File: config.mk
export PLATFORM = sky130hd
export DESIGN_NAME = cpu_mem_muldiv_flat
export DESIGN_NICKNAME = d
export VERILOG_FILES = /design/src/rtl/cpu_md_pkg.sv /design/src/rtl/cpu_mem_muldiv_if.sv /design/src/rtl/cpu_md_divstep.sv /design/src/rtl/cpu_mem_muldiv.sv /design/src/flat_wrapper.sv
export SDC_FILE = /design/constraint.sdc
export NUM_CORES = 1
export LEC_CHECK = 0
export BUFFER_PORTS_ARGS = -buffer_cell sky130_fd_sc_hd__buf_2
export CAP_MARGIN = 20
export CORE_UTILIZATION = 45
export DETAILED_ROUTE_END_ITERATION = 8
export GPL_TIMING_DRIVEN = 1
export HOLD_SLACK_MARGIN = 0.12
export PLACE_DENSITY = 0.66
export REMOVE_ABC_BUFFERS = 1
export SLEW_MARGIN = 20
export SYNTH_ARGS = -nofsm -noshare
export SYNTH_HDL_FRONTEND = slang
export SYNTH_SLANG_ARGS = --single-unit
export TNS_END_PERCENT = 20
File: constraint.sdc
create_clock -name clk -period 3.6 [get_ports clk]
set_input_delay 0 -clock clk [delete_from_list [all_inputs] [get_ports clk]]
set_output_delay 0 -clock clk [all_outputs]
set_load 0.01 [all_outputs]
File: src/rtl/cpu_md_pkg.sv
// Shared encodings for the MEM-stage multiply/divide unit.
package cpu_md_pkg;

  localparam int unsigned MD_ITER = 32;

  typedef enum logic [2:0] {
    MD_MULT  = 3'b000,
    MD_MULTU = 3'b001,
    MD_DIV   = 3'b010,
    MD_DIVU  = 3'b011,
    MD_MTHI  = 3'b100,
    MD_MTLO  = 3'b101,
    MD_MADD  = 3'b110,
    MD_MADDU = 3'b111
  } md_op_e;

  typedef enum logic [1:0] {
    MD_IDLE = 2'd0,
    MD_CALC = 2'd1,
    MD_FIX  = 2'd2
  } md_state_e;

  // Per-operation flags latched at start and consumed in FIX.
  typedef struct packed {
    logic is_div;
    logic neg_res;
    logic neg_rem;
    logic madd;
  } md_ctl_t;

endpackage

File: src/rtl/cpu_mem_muldiv_if.sv
// MEM-stage request / HI-LO result bundle between the pipeline and the md unit.
interface cpu_mem_muldiv_if
  import cpu_md_pkg::*;
#(
  parameter int unsigned DATA_W = 32
);
  logic              md_start;
  md_op_e            md_op;
  logic [DATA_W-1:0] md_rs;
  logic [DATA_W-1:0] md_rt;
  logic              md_flush;
  logic              md_busy;
  logic              md_done;
  logic [DATA_W-1:0] m_mul_hi;
  logic [DATA_W-1:0] m_mul_lo;

  modport master (
    output md_start, md_op, md_rs, md_rt, md_flush,
    input  md_busy, md_done, m_mul_hi, m_mul_lo
  );

  modport slave (
    input  md_start, md_op, md_rs, md_rt, md_flush,
    output md_busy, md_done, m_mul_hi, m_mul_lo
  );
endinterface

File: src/rtl/cpu_md_divstep.sv
// One restoring-division step: shift in the next dividend bit, subtract if it fits.
module cpu_md_divstep
  import cpu_md_pkg::*;
#(
  parameter int unsigned DATA_W = 32
) (
  input  logic [DATA_W-1:0] rem_i,
  input  logic [DATA_W-1:0] quo_i,
  input  logic [DATA_W-1:0] div_i,
  output logic [DATA_W-1:0] rem_o,
  output logic [DATA_W-1:0] quo_o
);

  logic [DATA_W:0] shifted_c;
  logic            ge_c;

  assign shifted_c = {rem_i, quo_i[DATA_W-1]};
  assign ge_c      = (shifted_c >= {1'b0, div_i});
  // When the subtract is taken the true difference is below 2**DATA_W, so wrapping is exact.
  assign rem_o     = ge_c ? (shifted_c[DATA_W-1:0] - div_i) : shifted_c[DATA_W-1:0];
  assign quo_o     = {quo_i[DATA_W-2:0], ge_c};

endmodule

File: src/rtl/cpu_mem_muldiv.sv
// Iterative MULT/DIV unit owning HI/LO; 33-cycle busy window per mul/div op.
// Define CPU_MD_MADD_EN to enable MADD/MADDU (op 110/111) accumulation into HI/LO.
module cpu_mem_muldiv
  import cpu_md_pkg::*;
#(
  parameter int unsigned DATA_W = 32,
  parameter int unsigned CNT_W  = 5
) (
  input logic             clk,
  input logic             rst,
  cpu_mem_muldiv_if.slave md
);

  md_state_e         state_q, state_d;
  logic [CNT_W-1:0]  cnt_q, cnt_d;
  logic [DATA_W-1:0] a_q, a_d;
  logic [DATA_W-1:0] b_q, b_d;
  logic [DATA_W-1:0] m_q, m_d;
  logic [DATA_W-1:0] hi_q, hi_d;
  logic [DATA_W-1:0] lo_q, lo_d;
  md_ctl_t           ctl_q, ctl_d;
  logic              busy_q, busy_d;
  logic              done_q, done_d;

  logic              op_mul_c, op_div_c, op_madd_c, op_sgn_c;
  logic              rs_neg_c, rt_neg_c, rt_zero_c;
  logic [DATA_W:0]   mul_sum_c;
  logic [DATA_W-1:0] div_rem_c, div_quo_c;
  logic [DATA_W-1:0] quo_res_c, rem_res_c;
  logic [2*DATA_W-1:0] prod_sgn_c, acc_sum_c;

  function automatic logic [DATA_W-1:0] mag(input logic [DATA_W-1:0] x, input logic neg);
    return neg ? -x : x;
  endfunction

`ifdef CPU_MD_MADD_EN
  assign op_madd_c = (md.md_op == MD_MADD) || (md.md_op == MD_MADDU);
`else
  assign op_madd_c = 1'b0;
`endif
  assign op_mul_c  = (md.md_op == MD_MULT) || (md.md_op == MD_MULTU) || op_madd_c;
  assign op_div_c  = (md.md_op == MD_DIV) || (md.md_op == MD_DIVU);
  assign op_sgn_c  = (md.md_op == MD_MULT) || (md.md_op == MD_DIV) || (md.md_op == MD_MADD);
  assign rs_neg_c  = op_sgn_c & md.md_rs[DATA_W-1];
  assign rt_neg_c  = op_sgn_c & md.md_rt[DATA_W-1];
  assign rt_zero_c = (md.md_rt == '0);

  // Shift-add multiply step: {a,b} holds {partial product, remaining multiplier}.
  assign mul_sum_c = {1'b0, a_q} + ({1'b0, m_q} & {(DATA_W+1){b_q[0]}});

  cpu_md_divstep #(.DATA_W(DATA_W)) u_divstep (
    .rem_i (a_q),
    .quo_i (b_q),
    .div_i (m_q),
    .rem_o (div_rem_c),
    .quo_o (div_quo_c)
  );

  assign prod_sgn_c = ctl_q.neg_res ? -{a_q, b_q} : {a_q, b_q};
  assign acc_sum_c  = {hi_q, lo_q} + prod_sgn_c;
  assign quo_res_c  = ctl_q.neg_res ? -b_q : b_q;
  assign rem_res_c  = ctl_q.neg_rem ? -a_q : a_q;

  // Next-state and datapath control.
  always_comb begin
    state_d = state_q;
    cnt_d   = cnt_q;
    a_d     = a_q;
    b_d     = b_q;
    m_d     = m_q;
    hi_d    = hi_q;
    lo_d    = lo_q;
    ctl_d   = ctl_q;
    done_d  = 1'b0;

    unique case (state_q)
      MD_IDLE: begin
        if (md.md_start && !md.md_flush) begin
          if (md.md_op == MD_MTHI) begin
            hi_d = md.md_rs;
          end else if (md.md_op == MD_MTLO) begin
            lo_d = md.md_rs;
          end else if (op_mul_c || op_div_c) begin
            state_d       = MD_CALC;
            cnt_d         = '0;
            a_d           = '0;
            m_d           = op_mul_c ? mag(md.md_rs, rs_neg_c) : mag(md.md_rt, rt_neg_c);
            b_d           = op_mul_c ? mag(md.md_rt, rt_neg_c) : mag(md.md_rs, rs_neg_c);
            ctl_d.is_div  = op_div_c;
            ctl_d.madd    = op_madd_c;
            // Divide-by-zero keeps an all-ones quotient regardless of operand signs.
            ctl_d.neg_res = (rs_neg_c ^ rt_neg_c) & ~(op_div_c & rt_zero_c);
            ctl_d.neg_rem = rs_neg_c;
          end
        end
      end
      MD_CALC: begin
        if (md.md_flush) begin
          state_d = MD_IDLE;
        end else begin
          if (ctl_q.is_div) begin
            a_d = div_rem_c;
            b_d = div_quo_c;
          end else begin
            {a_d, b_d} = {mul_sum_c, b_q[DATA_W-1:1]};
          end
          cnt_d = cnt_q + CNT_W'(1);
          if (cnt_q == CNT_W'(MD_ITER - 1)) begin
            state_d = MD_FIX;
          end
        end
      end
      MD_FIX: begin
        state_d = MD_IDLE;
        if (!md.md_flush) begin
          done_d = 1'b1;
          if (ctl_q.is_div) begin
            hi_d = rem_res_c;
            lo_d = quo_res_c;
          end else if (ctl_q.madd) begin
            {hi_d, lo_d} = acc_sum_c;
          end else begin
            {hi_d, lo_d} = prod_sgn_c;
          end
        end
      end
      default: state_d = MD_IDLE;
    endcase

    busy_d = (state_d != MD_IDLE);
  end

  always_ff @(posedge clk) begin
    if (rst) begin
      state_q <= MD_IDLE;
      cnt_q   <= '0;
      a_q     <= '0;
      b_q     <= '0;
      m_q     <= '0;
      hi_q    <= '0;
      lo_q    <= '0;
      ctl_q   <= '0;
      busy_q  <= 1'b0;
      done_q  <= 1'b0;
    end else begin
      state_q <= state_d;
      cnt_q   <= cnt_d;
      a_q     <= a_d;
      b_q     <= b_d;
      m_q     <= m_d;
      hi_q    <= hi_d;
      lo_q    <= lo_d;
      ctl_q   <= ctl_d;
      busy_q  <= busy_d;
      done_q  <= done_d;
    end
  end

  assign md.md_busy  = busy_q;
  assign md.md_done  = done_q;
  assign md.m_mul_hi = hi_q;
  assign md.m_mul_lo = lo_q;

endmodule

File: src/flat_wrapper.sv
// flat-port wrapper written by rule: the top's interface ports become plain ports
module cpu_mem_muldiv_flat import cpu_md_pkg::*;
#(
  parameter int unsigned DATA_W = 32,
  parameter int unsigned CNT_W  = 5
)
  (clk, rst, md_md_start, md_md_op, md_md_rs, md_md_rt, md_md_flush, md_md_busy, md_md_done, md_m_mul_hi, md_m_mul_lo);
  cpu_mem_muldiv_if #(.DATA_W(DATA_W)) md_i ();
  input logic clk;
  input logic rst;
  input wire logic [$bits(md_i.md_start)-1:0] md_md_start;
  input wire logic [$bits(md_i.md_op)-1:0] md_md_op;
  input wire logic [$bits(md_i.md_rs)-1:0] md_md_rs;
  input wire logic [$bits(md_i.md_rt)-1:0] md_md_rt;
  input wire logic [$bits(md_i.md_flush)-1:0] md_md_flush;
  output wire logic [$bits(md_i.md_busy)-1:0] md_md_busy;
  output wire logic [$bits(md_i.md_done)-1:0] md_md_done;
  output wire logic [$bits(md_i.m_mul_hi)-1:0] md_m_mul_hi;
  output wire logic [$bits(md_i.m_mul_lo)-1:0] md_m_mul_lo;
  assign md_i.md_start = md_md_start;
  assign md_i.md_op = md_md_op;
  assign md_i.md_rs = md_md_rs;
  assign md_i.md_rt = md_md_rt;
  assign md_i.md_flush = md_md_flush;
  assign md_md_busy = md_i.md_busy;
  assign md_md_done = md_i.md_done;
  assign md_m_mul_hi = md_i.m_mul_hi;
  assign md_m_mul_lo = md_i.m_mul_lo;
  cpu_mem_muldiv #(.DATA_W(DATA_W), .CNT_W(CNT_W)) u_core (.clk(clk), .rst(rst), .md(md_i));
endmodule
After elaboration in Yosys (flattened, before gate mapping)
Index checks and enable logic that the tools add are counted.
{"block": "totals", "ff_bits": 172, "latch_bits": 0, "ram_bits": 0, "mem_bits_ro": 0, "in_bits": 71, "out_inout_bits": 66, "word_cells": 113, "n_memories": 0}
{"block": "classes", "n_addsub": 8, "mul": 0, "n_div": 0, "order_cmp": 1, "n_eq_ne": 17, "shift": 0, "muxes": 47, "n_bitwise": 10, "n_reduce_logical": 18}
{"op": "$mux W32", "n": 28}
{"op": "$pmux W32 S2", "n": 4}
{"op": "$neg A32 Y32", "n": 4}
{"op": "$mux W64", "n": 1}
{"op": "$neg A64 Y64", "n": 1}
{"op": "$add A32 B33 Y33", "n": 1}
{"op": "$and A32 B33 Y33", "n": 1}
{"op": "$ge A33 B32 Y1", "n": 1}
{"op": "$logic_not A32 Y1", "n": 1}
{"op": "$sub A32 B32 Y32", "n": 1}
{"op": "$mux W5", "n": 5}
{"op": "$mux W2", "n": 6}
{"op": "$pmux W5 S2", "n": 1}
{"op": "$reduce_and A5 Y1", "n": 2}
{"op": "$eq A3 B3 Y1 const B", "n": 3}
{"op": "$ne A2 B1 Y1 const B", "n": 4}
{"op": "$ne A2 B2 Y1 const B", "n": 4}
{"op": "$eq A3 B2 Y1 const B", "n": 2}
{"op": "$reduce_and A6 Y1", "n": 1}
{"op": "$reduce_bool A2 Y1", "n": 3}
{"op": "$add A5 B1 Y5 const B", "n": 1}
{"op": "$eq A5 B5 Y1 const B", "n": 1}
{"op": "$logic_or A1 B1 Y1", "n": 5}
{"op": "$and A1 B1 Y1", "n": 4}
{"op": "13 further kinds", "n": 16}

Depth between registers and ports, before layout
{"block": "depth", "ltp_word": 11, "ltp_mapped": 15, "mapped_depth_nobuf": 13}

Hierarchy
Synthesis repeated with hierarchy kept, for this count alone.
{"block": "unflattened", "hier_cells": 2104, "area_unflattened_um2": 15269.6}
{"module": "cpu_mem_muldiv", "n_inst": 1, "cells_per_inst": 1749, "area_each_um2": 12698.4, "seq_area_each_um2": 3443.3}
{"module": "cpu_md_divstep", "n_inst": 1, "cells_per_inst": 355, "area_each_um2": 2571.2, "seq_area_each_um2": 0.0}

Least setup slack after synthesis
No wires, ideal clock.
{"block": "synth_timing", "path_kind": "flip-flop to flip-flop", "start": "reg u_core.b_q[0]", "end": "reg u_core.a_q[29]", "setup_ns": 0.119, "arrival_ns": 3.336, "t_required_ns": 3.481, "slack_ns": 0.145, "stages_incl_launch_ff": 15, "cell_sequence": "dfxtp_1 > clkbuf_1 > inv_1 > clkbuf_1 > nor2_1 > ha_1 > nand2_2 > or3_4 > or3_1 > or4_4 > a41oi_2 > o41ai_2 > mux2i_1 > o311ai_1 > o21bai_1"}
{"block": "synth_between", "elab_chain_cells": 5}
{"item": "start, declared", "line": "cpu_mem_muldiv.sv:17", "source": "logic [DATA_W-1:0] b_q, b_d;"}
{"item": "start signal, assigned", "line": "cpu_mem_muldiv.sv:138", "source": "b_q <= '0;"}
{"item": "start signal, assigned", "line": "cpu_mem_muldiv.sv:149", "source": "b_q <= b_d;"}
{"item": "$and A32 B33 Y33", "line": "cpu_mem_muldiv.sv:49", "source": "assign mul_sum_c = {1'b0, a_q} + ({1'b0, m_q} & {(DATA_W+1){b_q[0]}});"}
{"item": "$add A32 B33 Y33", "line": "cpu_mem_muldiv.sv:49"}
{"item": "$mux W32", "line": "cpu_mem_muldiv.sv:101", "source": "if (ctl_q.is_div) begin"}
{"item": "$mux W32", "line": "cpu_mem_muldiv.sv:98", "source": "if (md.md_flush) begin"}
{"item": "$pmux W32 S2", "line": "cpu_mem_muldiv.sv:76", "source": "unique case (state_q)"}
{"item": "end signal, assigned", "line": "cpu_mem_muldiv.sv:137", "source": "a_q <= '0;"}
{"item": "end signal, assigned", "line": "cpu_mem_muldiv.sv:148", "source": "a_q <= a_d;"}
{"item": "end, declared", "line": "cpu_mem_muldiv.sv:16", "source": "logic [DATA_W-1:0] a_q, a_d;"}
No other way between the ends. The select of a mux whose other input is x is not followed.
A chain may end at the register's enable or synchronous reset.

Worst setup path in the final report
Same ends and word-level chain as after synthesis.

==> results_dict.tcl <==
set metrics [dict create \
    cp_data_arrival_time_ns 3.80 \
    hold_class "primary input to flop" \
    fin_skew_ns 0.0168 \
    post_cts_buffers 0 \
    async_reset_ff_share_pct 0 \
    drc 0 \
    synth_edf_count 0 \
    ys.flop_type "dfxtp_1" \
    dieArea_um2 33400 \
    cts.sinks 172 \
    via_count 16560 \
    mostFrequentLayoutCell "nor2_1" \
    core_um2 31900 \
    gp_congestion 0.953 \
    cts_buffer_depth 2 \
    cp_data_required_time_ns 3.93 \
    firstDrtPassIters 6 \
    synthXorXnorAreaFrac_pct 10.2 \
    worstSetupPathType "flop to flop" \
    clk_pin_slew_worst_paths_ns 0.08 \
    grt_use_met1_pct 43.7 \
    wl_per_cell_um 20.8 \
    powerDensity_nw_per_um2 314 \
    cts_max_level 4 \
    synth.mux.area_fraction_pct 3.43 \
    area_growth_pct 18.0 \
    initial_utilization_pct 46.2 \
    critPathMaxFanout 31 \
    postPlaceCellArea_um2 16100 \
    worstMarginPinSlew_ns 1.20 \
    finalMaxSlewViolations 0 \
    crit_path_start_kind "flop" \
    ys.warnings.count 0 \
    fin_crit_ns 3.46 \
    final_cell_mix "nor2_1, nand2_1, a21oi_1, dfxtp_1, buf_2" \
    yosys.area_share.simple_pct 24.2 \
    cpMaxStageDelayCell "or4_4" \
    reg2reg_from "u_core.b_q[0]$_SDFFE_PP0P_" \
    slew_headroom_pct 19.6 \
    syn_inst 2059 \
    yosys-top-cells-area "dfxtp_1, nor2_1, a21oi_1" \
    drtIter0Drc 1783 \
    post-route-cell-area_um2 17400 \
    synthAdderAreaFrac_pct 6.22 \
    antenna_found_initial 1 \
    p_total_w 0.00545 \
    setup_viol 0 \
    die_h_um 183 \
    insertedDiodeCount 0 \
    cts_root_buffer "clkbuf_16" \
    power_leakage_nw 7.19 \
    rsz0062_at_grt "true" \
    overflow 0 \
    synth-compound-area-share_pct 27.1 \
    r2r_slack_ns 0.14 \
    crit_buf_inv 2 \
    peakVddDrop_uv 337 \
    crit_cells 13 \
    use_met3_pct 6.51 \
    yosys.area.top_type "dfxtp_1" \
    dp_hpwl_mm 41.6 \
    drive_gt1_share_pct 13.0 \
    cts_made_buffers 17 \
    slowest_delay_ns 0.58 \
    via_per_inst 6.18 \
    cap_violations 0 \
    clk-insertion-delay-late_ns 0.47 \
    grt_busiest_layer "met2" \
    synth_top_area_share_pct 23.4 \
    status "finished clean" \
    finalCritPeriodShare_pct 96.2 \
    antenna_left 0 \
    ys_ff_latch 172 \
    ioPinCount 137 \
    yosysSeqAreaShare_pct 23.4 \
    nets 2373 \
    cp_cell_sequence "inv_1, buf_12, nor2_1, ha_1, nand2_1, or3_4, or3_1, or4_4, a41oi_2, o41ai_2, mux2i_1, o311ai_1, o21bai_1" \
    grt_first_pass_wirelength_mm 85.5 \
    fill_cells 3140 \
    place_inst 2576 \
    gr-usage-all-layers_pct 32.9 \
    grt_use_met2_pct 51.3 \
    portBuffers 136 \
    netlist-cell-type-count 81 \
    finalHoldViolCount 0 \
    wirelength_mm 55.8 \
    syn-mean-instance-area_um2 7.15 \
    r2r_cells 13 \
    r2r_end "u_core.a_q[29]$_SDFFE_PP0P_" \
    end_kind "flop" \
    grt_max_degree 65 \
    stdcell_count 2678 \
    die_w_um 183 \
    tritoncts "done" \
    crit_start "u_core.b_q[0]$_SDFFE_PP0P_" \
    critical_path.top_delay_family "simple AND/OR/NAND/NOR gates" \
    synth_top_family_by_area "compound AO/OA/AOI/OAI gates" \
    rows 65 \
    netlist_area_um2 14700 \
    crit_end "u_core.a_q[29]$_SDFFE_PP0P_" \
    grt_pass1_vias 15233 \
    max_freq_mhz 289 \
]
## cell families (layout without fill, tap and decap cells)
family	after synthesis	count (layout)
xor+xnor	171	171
mux	50	50
simple gates	785	785
flops	172	172
fa+ha+maj	72	72
buf+inv	195	379
compound gates	614	614
## sequential cells by signal (all words and copies together) (netlist names)
name	flops
u_core.m_q	32
u_core.a_q	32
u_core.b_q	32
u_core.md.m_mul_lo	32
u_core.state_q	2
u_core.cnt_q	5
u_core.md.md_busy	1
u_core.md.m_mul_hi	32
u_core.md.md_done	1
u_core.ctl_q	3
## where the power goes
group | leakage (nW) | total (W) | switching (W) | internal [W]
clock network | 0.290 | 0.00194 | 0.000940 | 0.00100
registers | 1.39 | 0.00203 | 0.0000720 | 0.00195
logic | 5.51 | 0.00148 | 0.000896 | 0.000588
## synth_stat cells (9+ instances only)
library cell and instances:
o31ai_1 28, o21bai_1 9, a211oi_1 57, a21o_1 32, o211ai_1 42, nand2b_1 21, xnor2_1 92, dfxtp_1 172
or4_1 13, mux2i_1 46, a31oi_1 20, a21oi_1 184, nand4_1 19, xor2_1 79, nor2_1 288, a31o_2 9
ha_1 70, a22oi_1 11, o41ai_1 11, a22o_1 9, nor3_1 50, a2111oi_0 10, nand3_1 48, inv_1 62
nand2_1 244, and2_1 9, o21a_1 13, nor4_1 15, a311oi_1 23, or3_1 19, clkbuf_1 113, nor2b_1 11
o21ai_0 109, and3_1 12
## layout make-up
| class | instances | area (um^2) | area share, % |
|---|---|---|---|
| multi-input combinational | 1692 | 10500 | 60.7 |
| sequential | 172 | 3450 | 19.9 |
| timing repair buffer | 285 | 2010 | 11.6 |
| tap | 435 | 544 | 3.13 |
| clock buffer | 18 | 439 | 2.53 |
| inverter | 62 | 233 | 1.34 |
| clock inverter | 14 | 149 | 0.858 |
## tightest hold or removal path: cells and delay by family
family,cells,cell delay [ns]
simple gates,2,0.20
buf+inv,1,0.11
compound gates,1,0.10
xor+xnor,1,0.11
## how the worst min path moves through the flow
stage                start                            to  slack, ns  cells past startpoint
3_3_place_gp   md_md_flush  u_core.md.md_done$_SDFF_PP0_       0.28                      2
6_report       md_md_rt[9]    u_core.b_q[9]$_SDFFE_PP0P_       0.12                      5
4_1_cts        md_md_rt[9]    u_core.b_q[9]$_SDFFE_PP0P_       0.12                      5
3_5_place_dp   md_md_flush  u_core.md.md_done$_SDFF_PP0_       0.28                      2
2_1_floorplan          rst    u_core.b_q[0]$_SDFFE_PP0P_       0.07                      1
5_1_grt        md_md_rt[9]    u_core.b_q[9]$_SDFFE_PP0P_       0.14                      5
## per-stage QoR
| stage | TNS (ns) | utilization [%] | setup WS, ns | hold slack, ns |
|---|---|---|---|---|
| floorplan | -10.60 | - | -0.402 | 0.0691 |
| detailed placement | 0 | 50.4 | 0.203 | 0.277 |
| CTS | 0 | 54.4 | 0.184 | 0.121 |
| global placement | 0 | 50.4 | 0.229 | 0.276 |
| global route | -0.0882 | 54.5 | -0.0882 | 0.141 |
| finish | 0 | 54.5 | 0.138 | 0.121 |
## what timing repair did
item                       CTS  global route
gates resized for setup      0             3
setup endpoints to repair    0             4
hold buffers                70             0
hold endpoints to repair    91             0
## routing by layer
layer | routed length (um) | up-vias
met5 | 11 | -
met4 | 2500 | 2
met3 | 4620 | 157
met2 | 24400 | 851
met1 | 24300 | 7798
li1 | - | 7752
No activity file was read; power rests on OpenSTA's default activity.
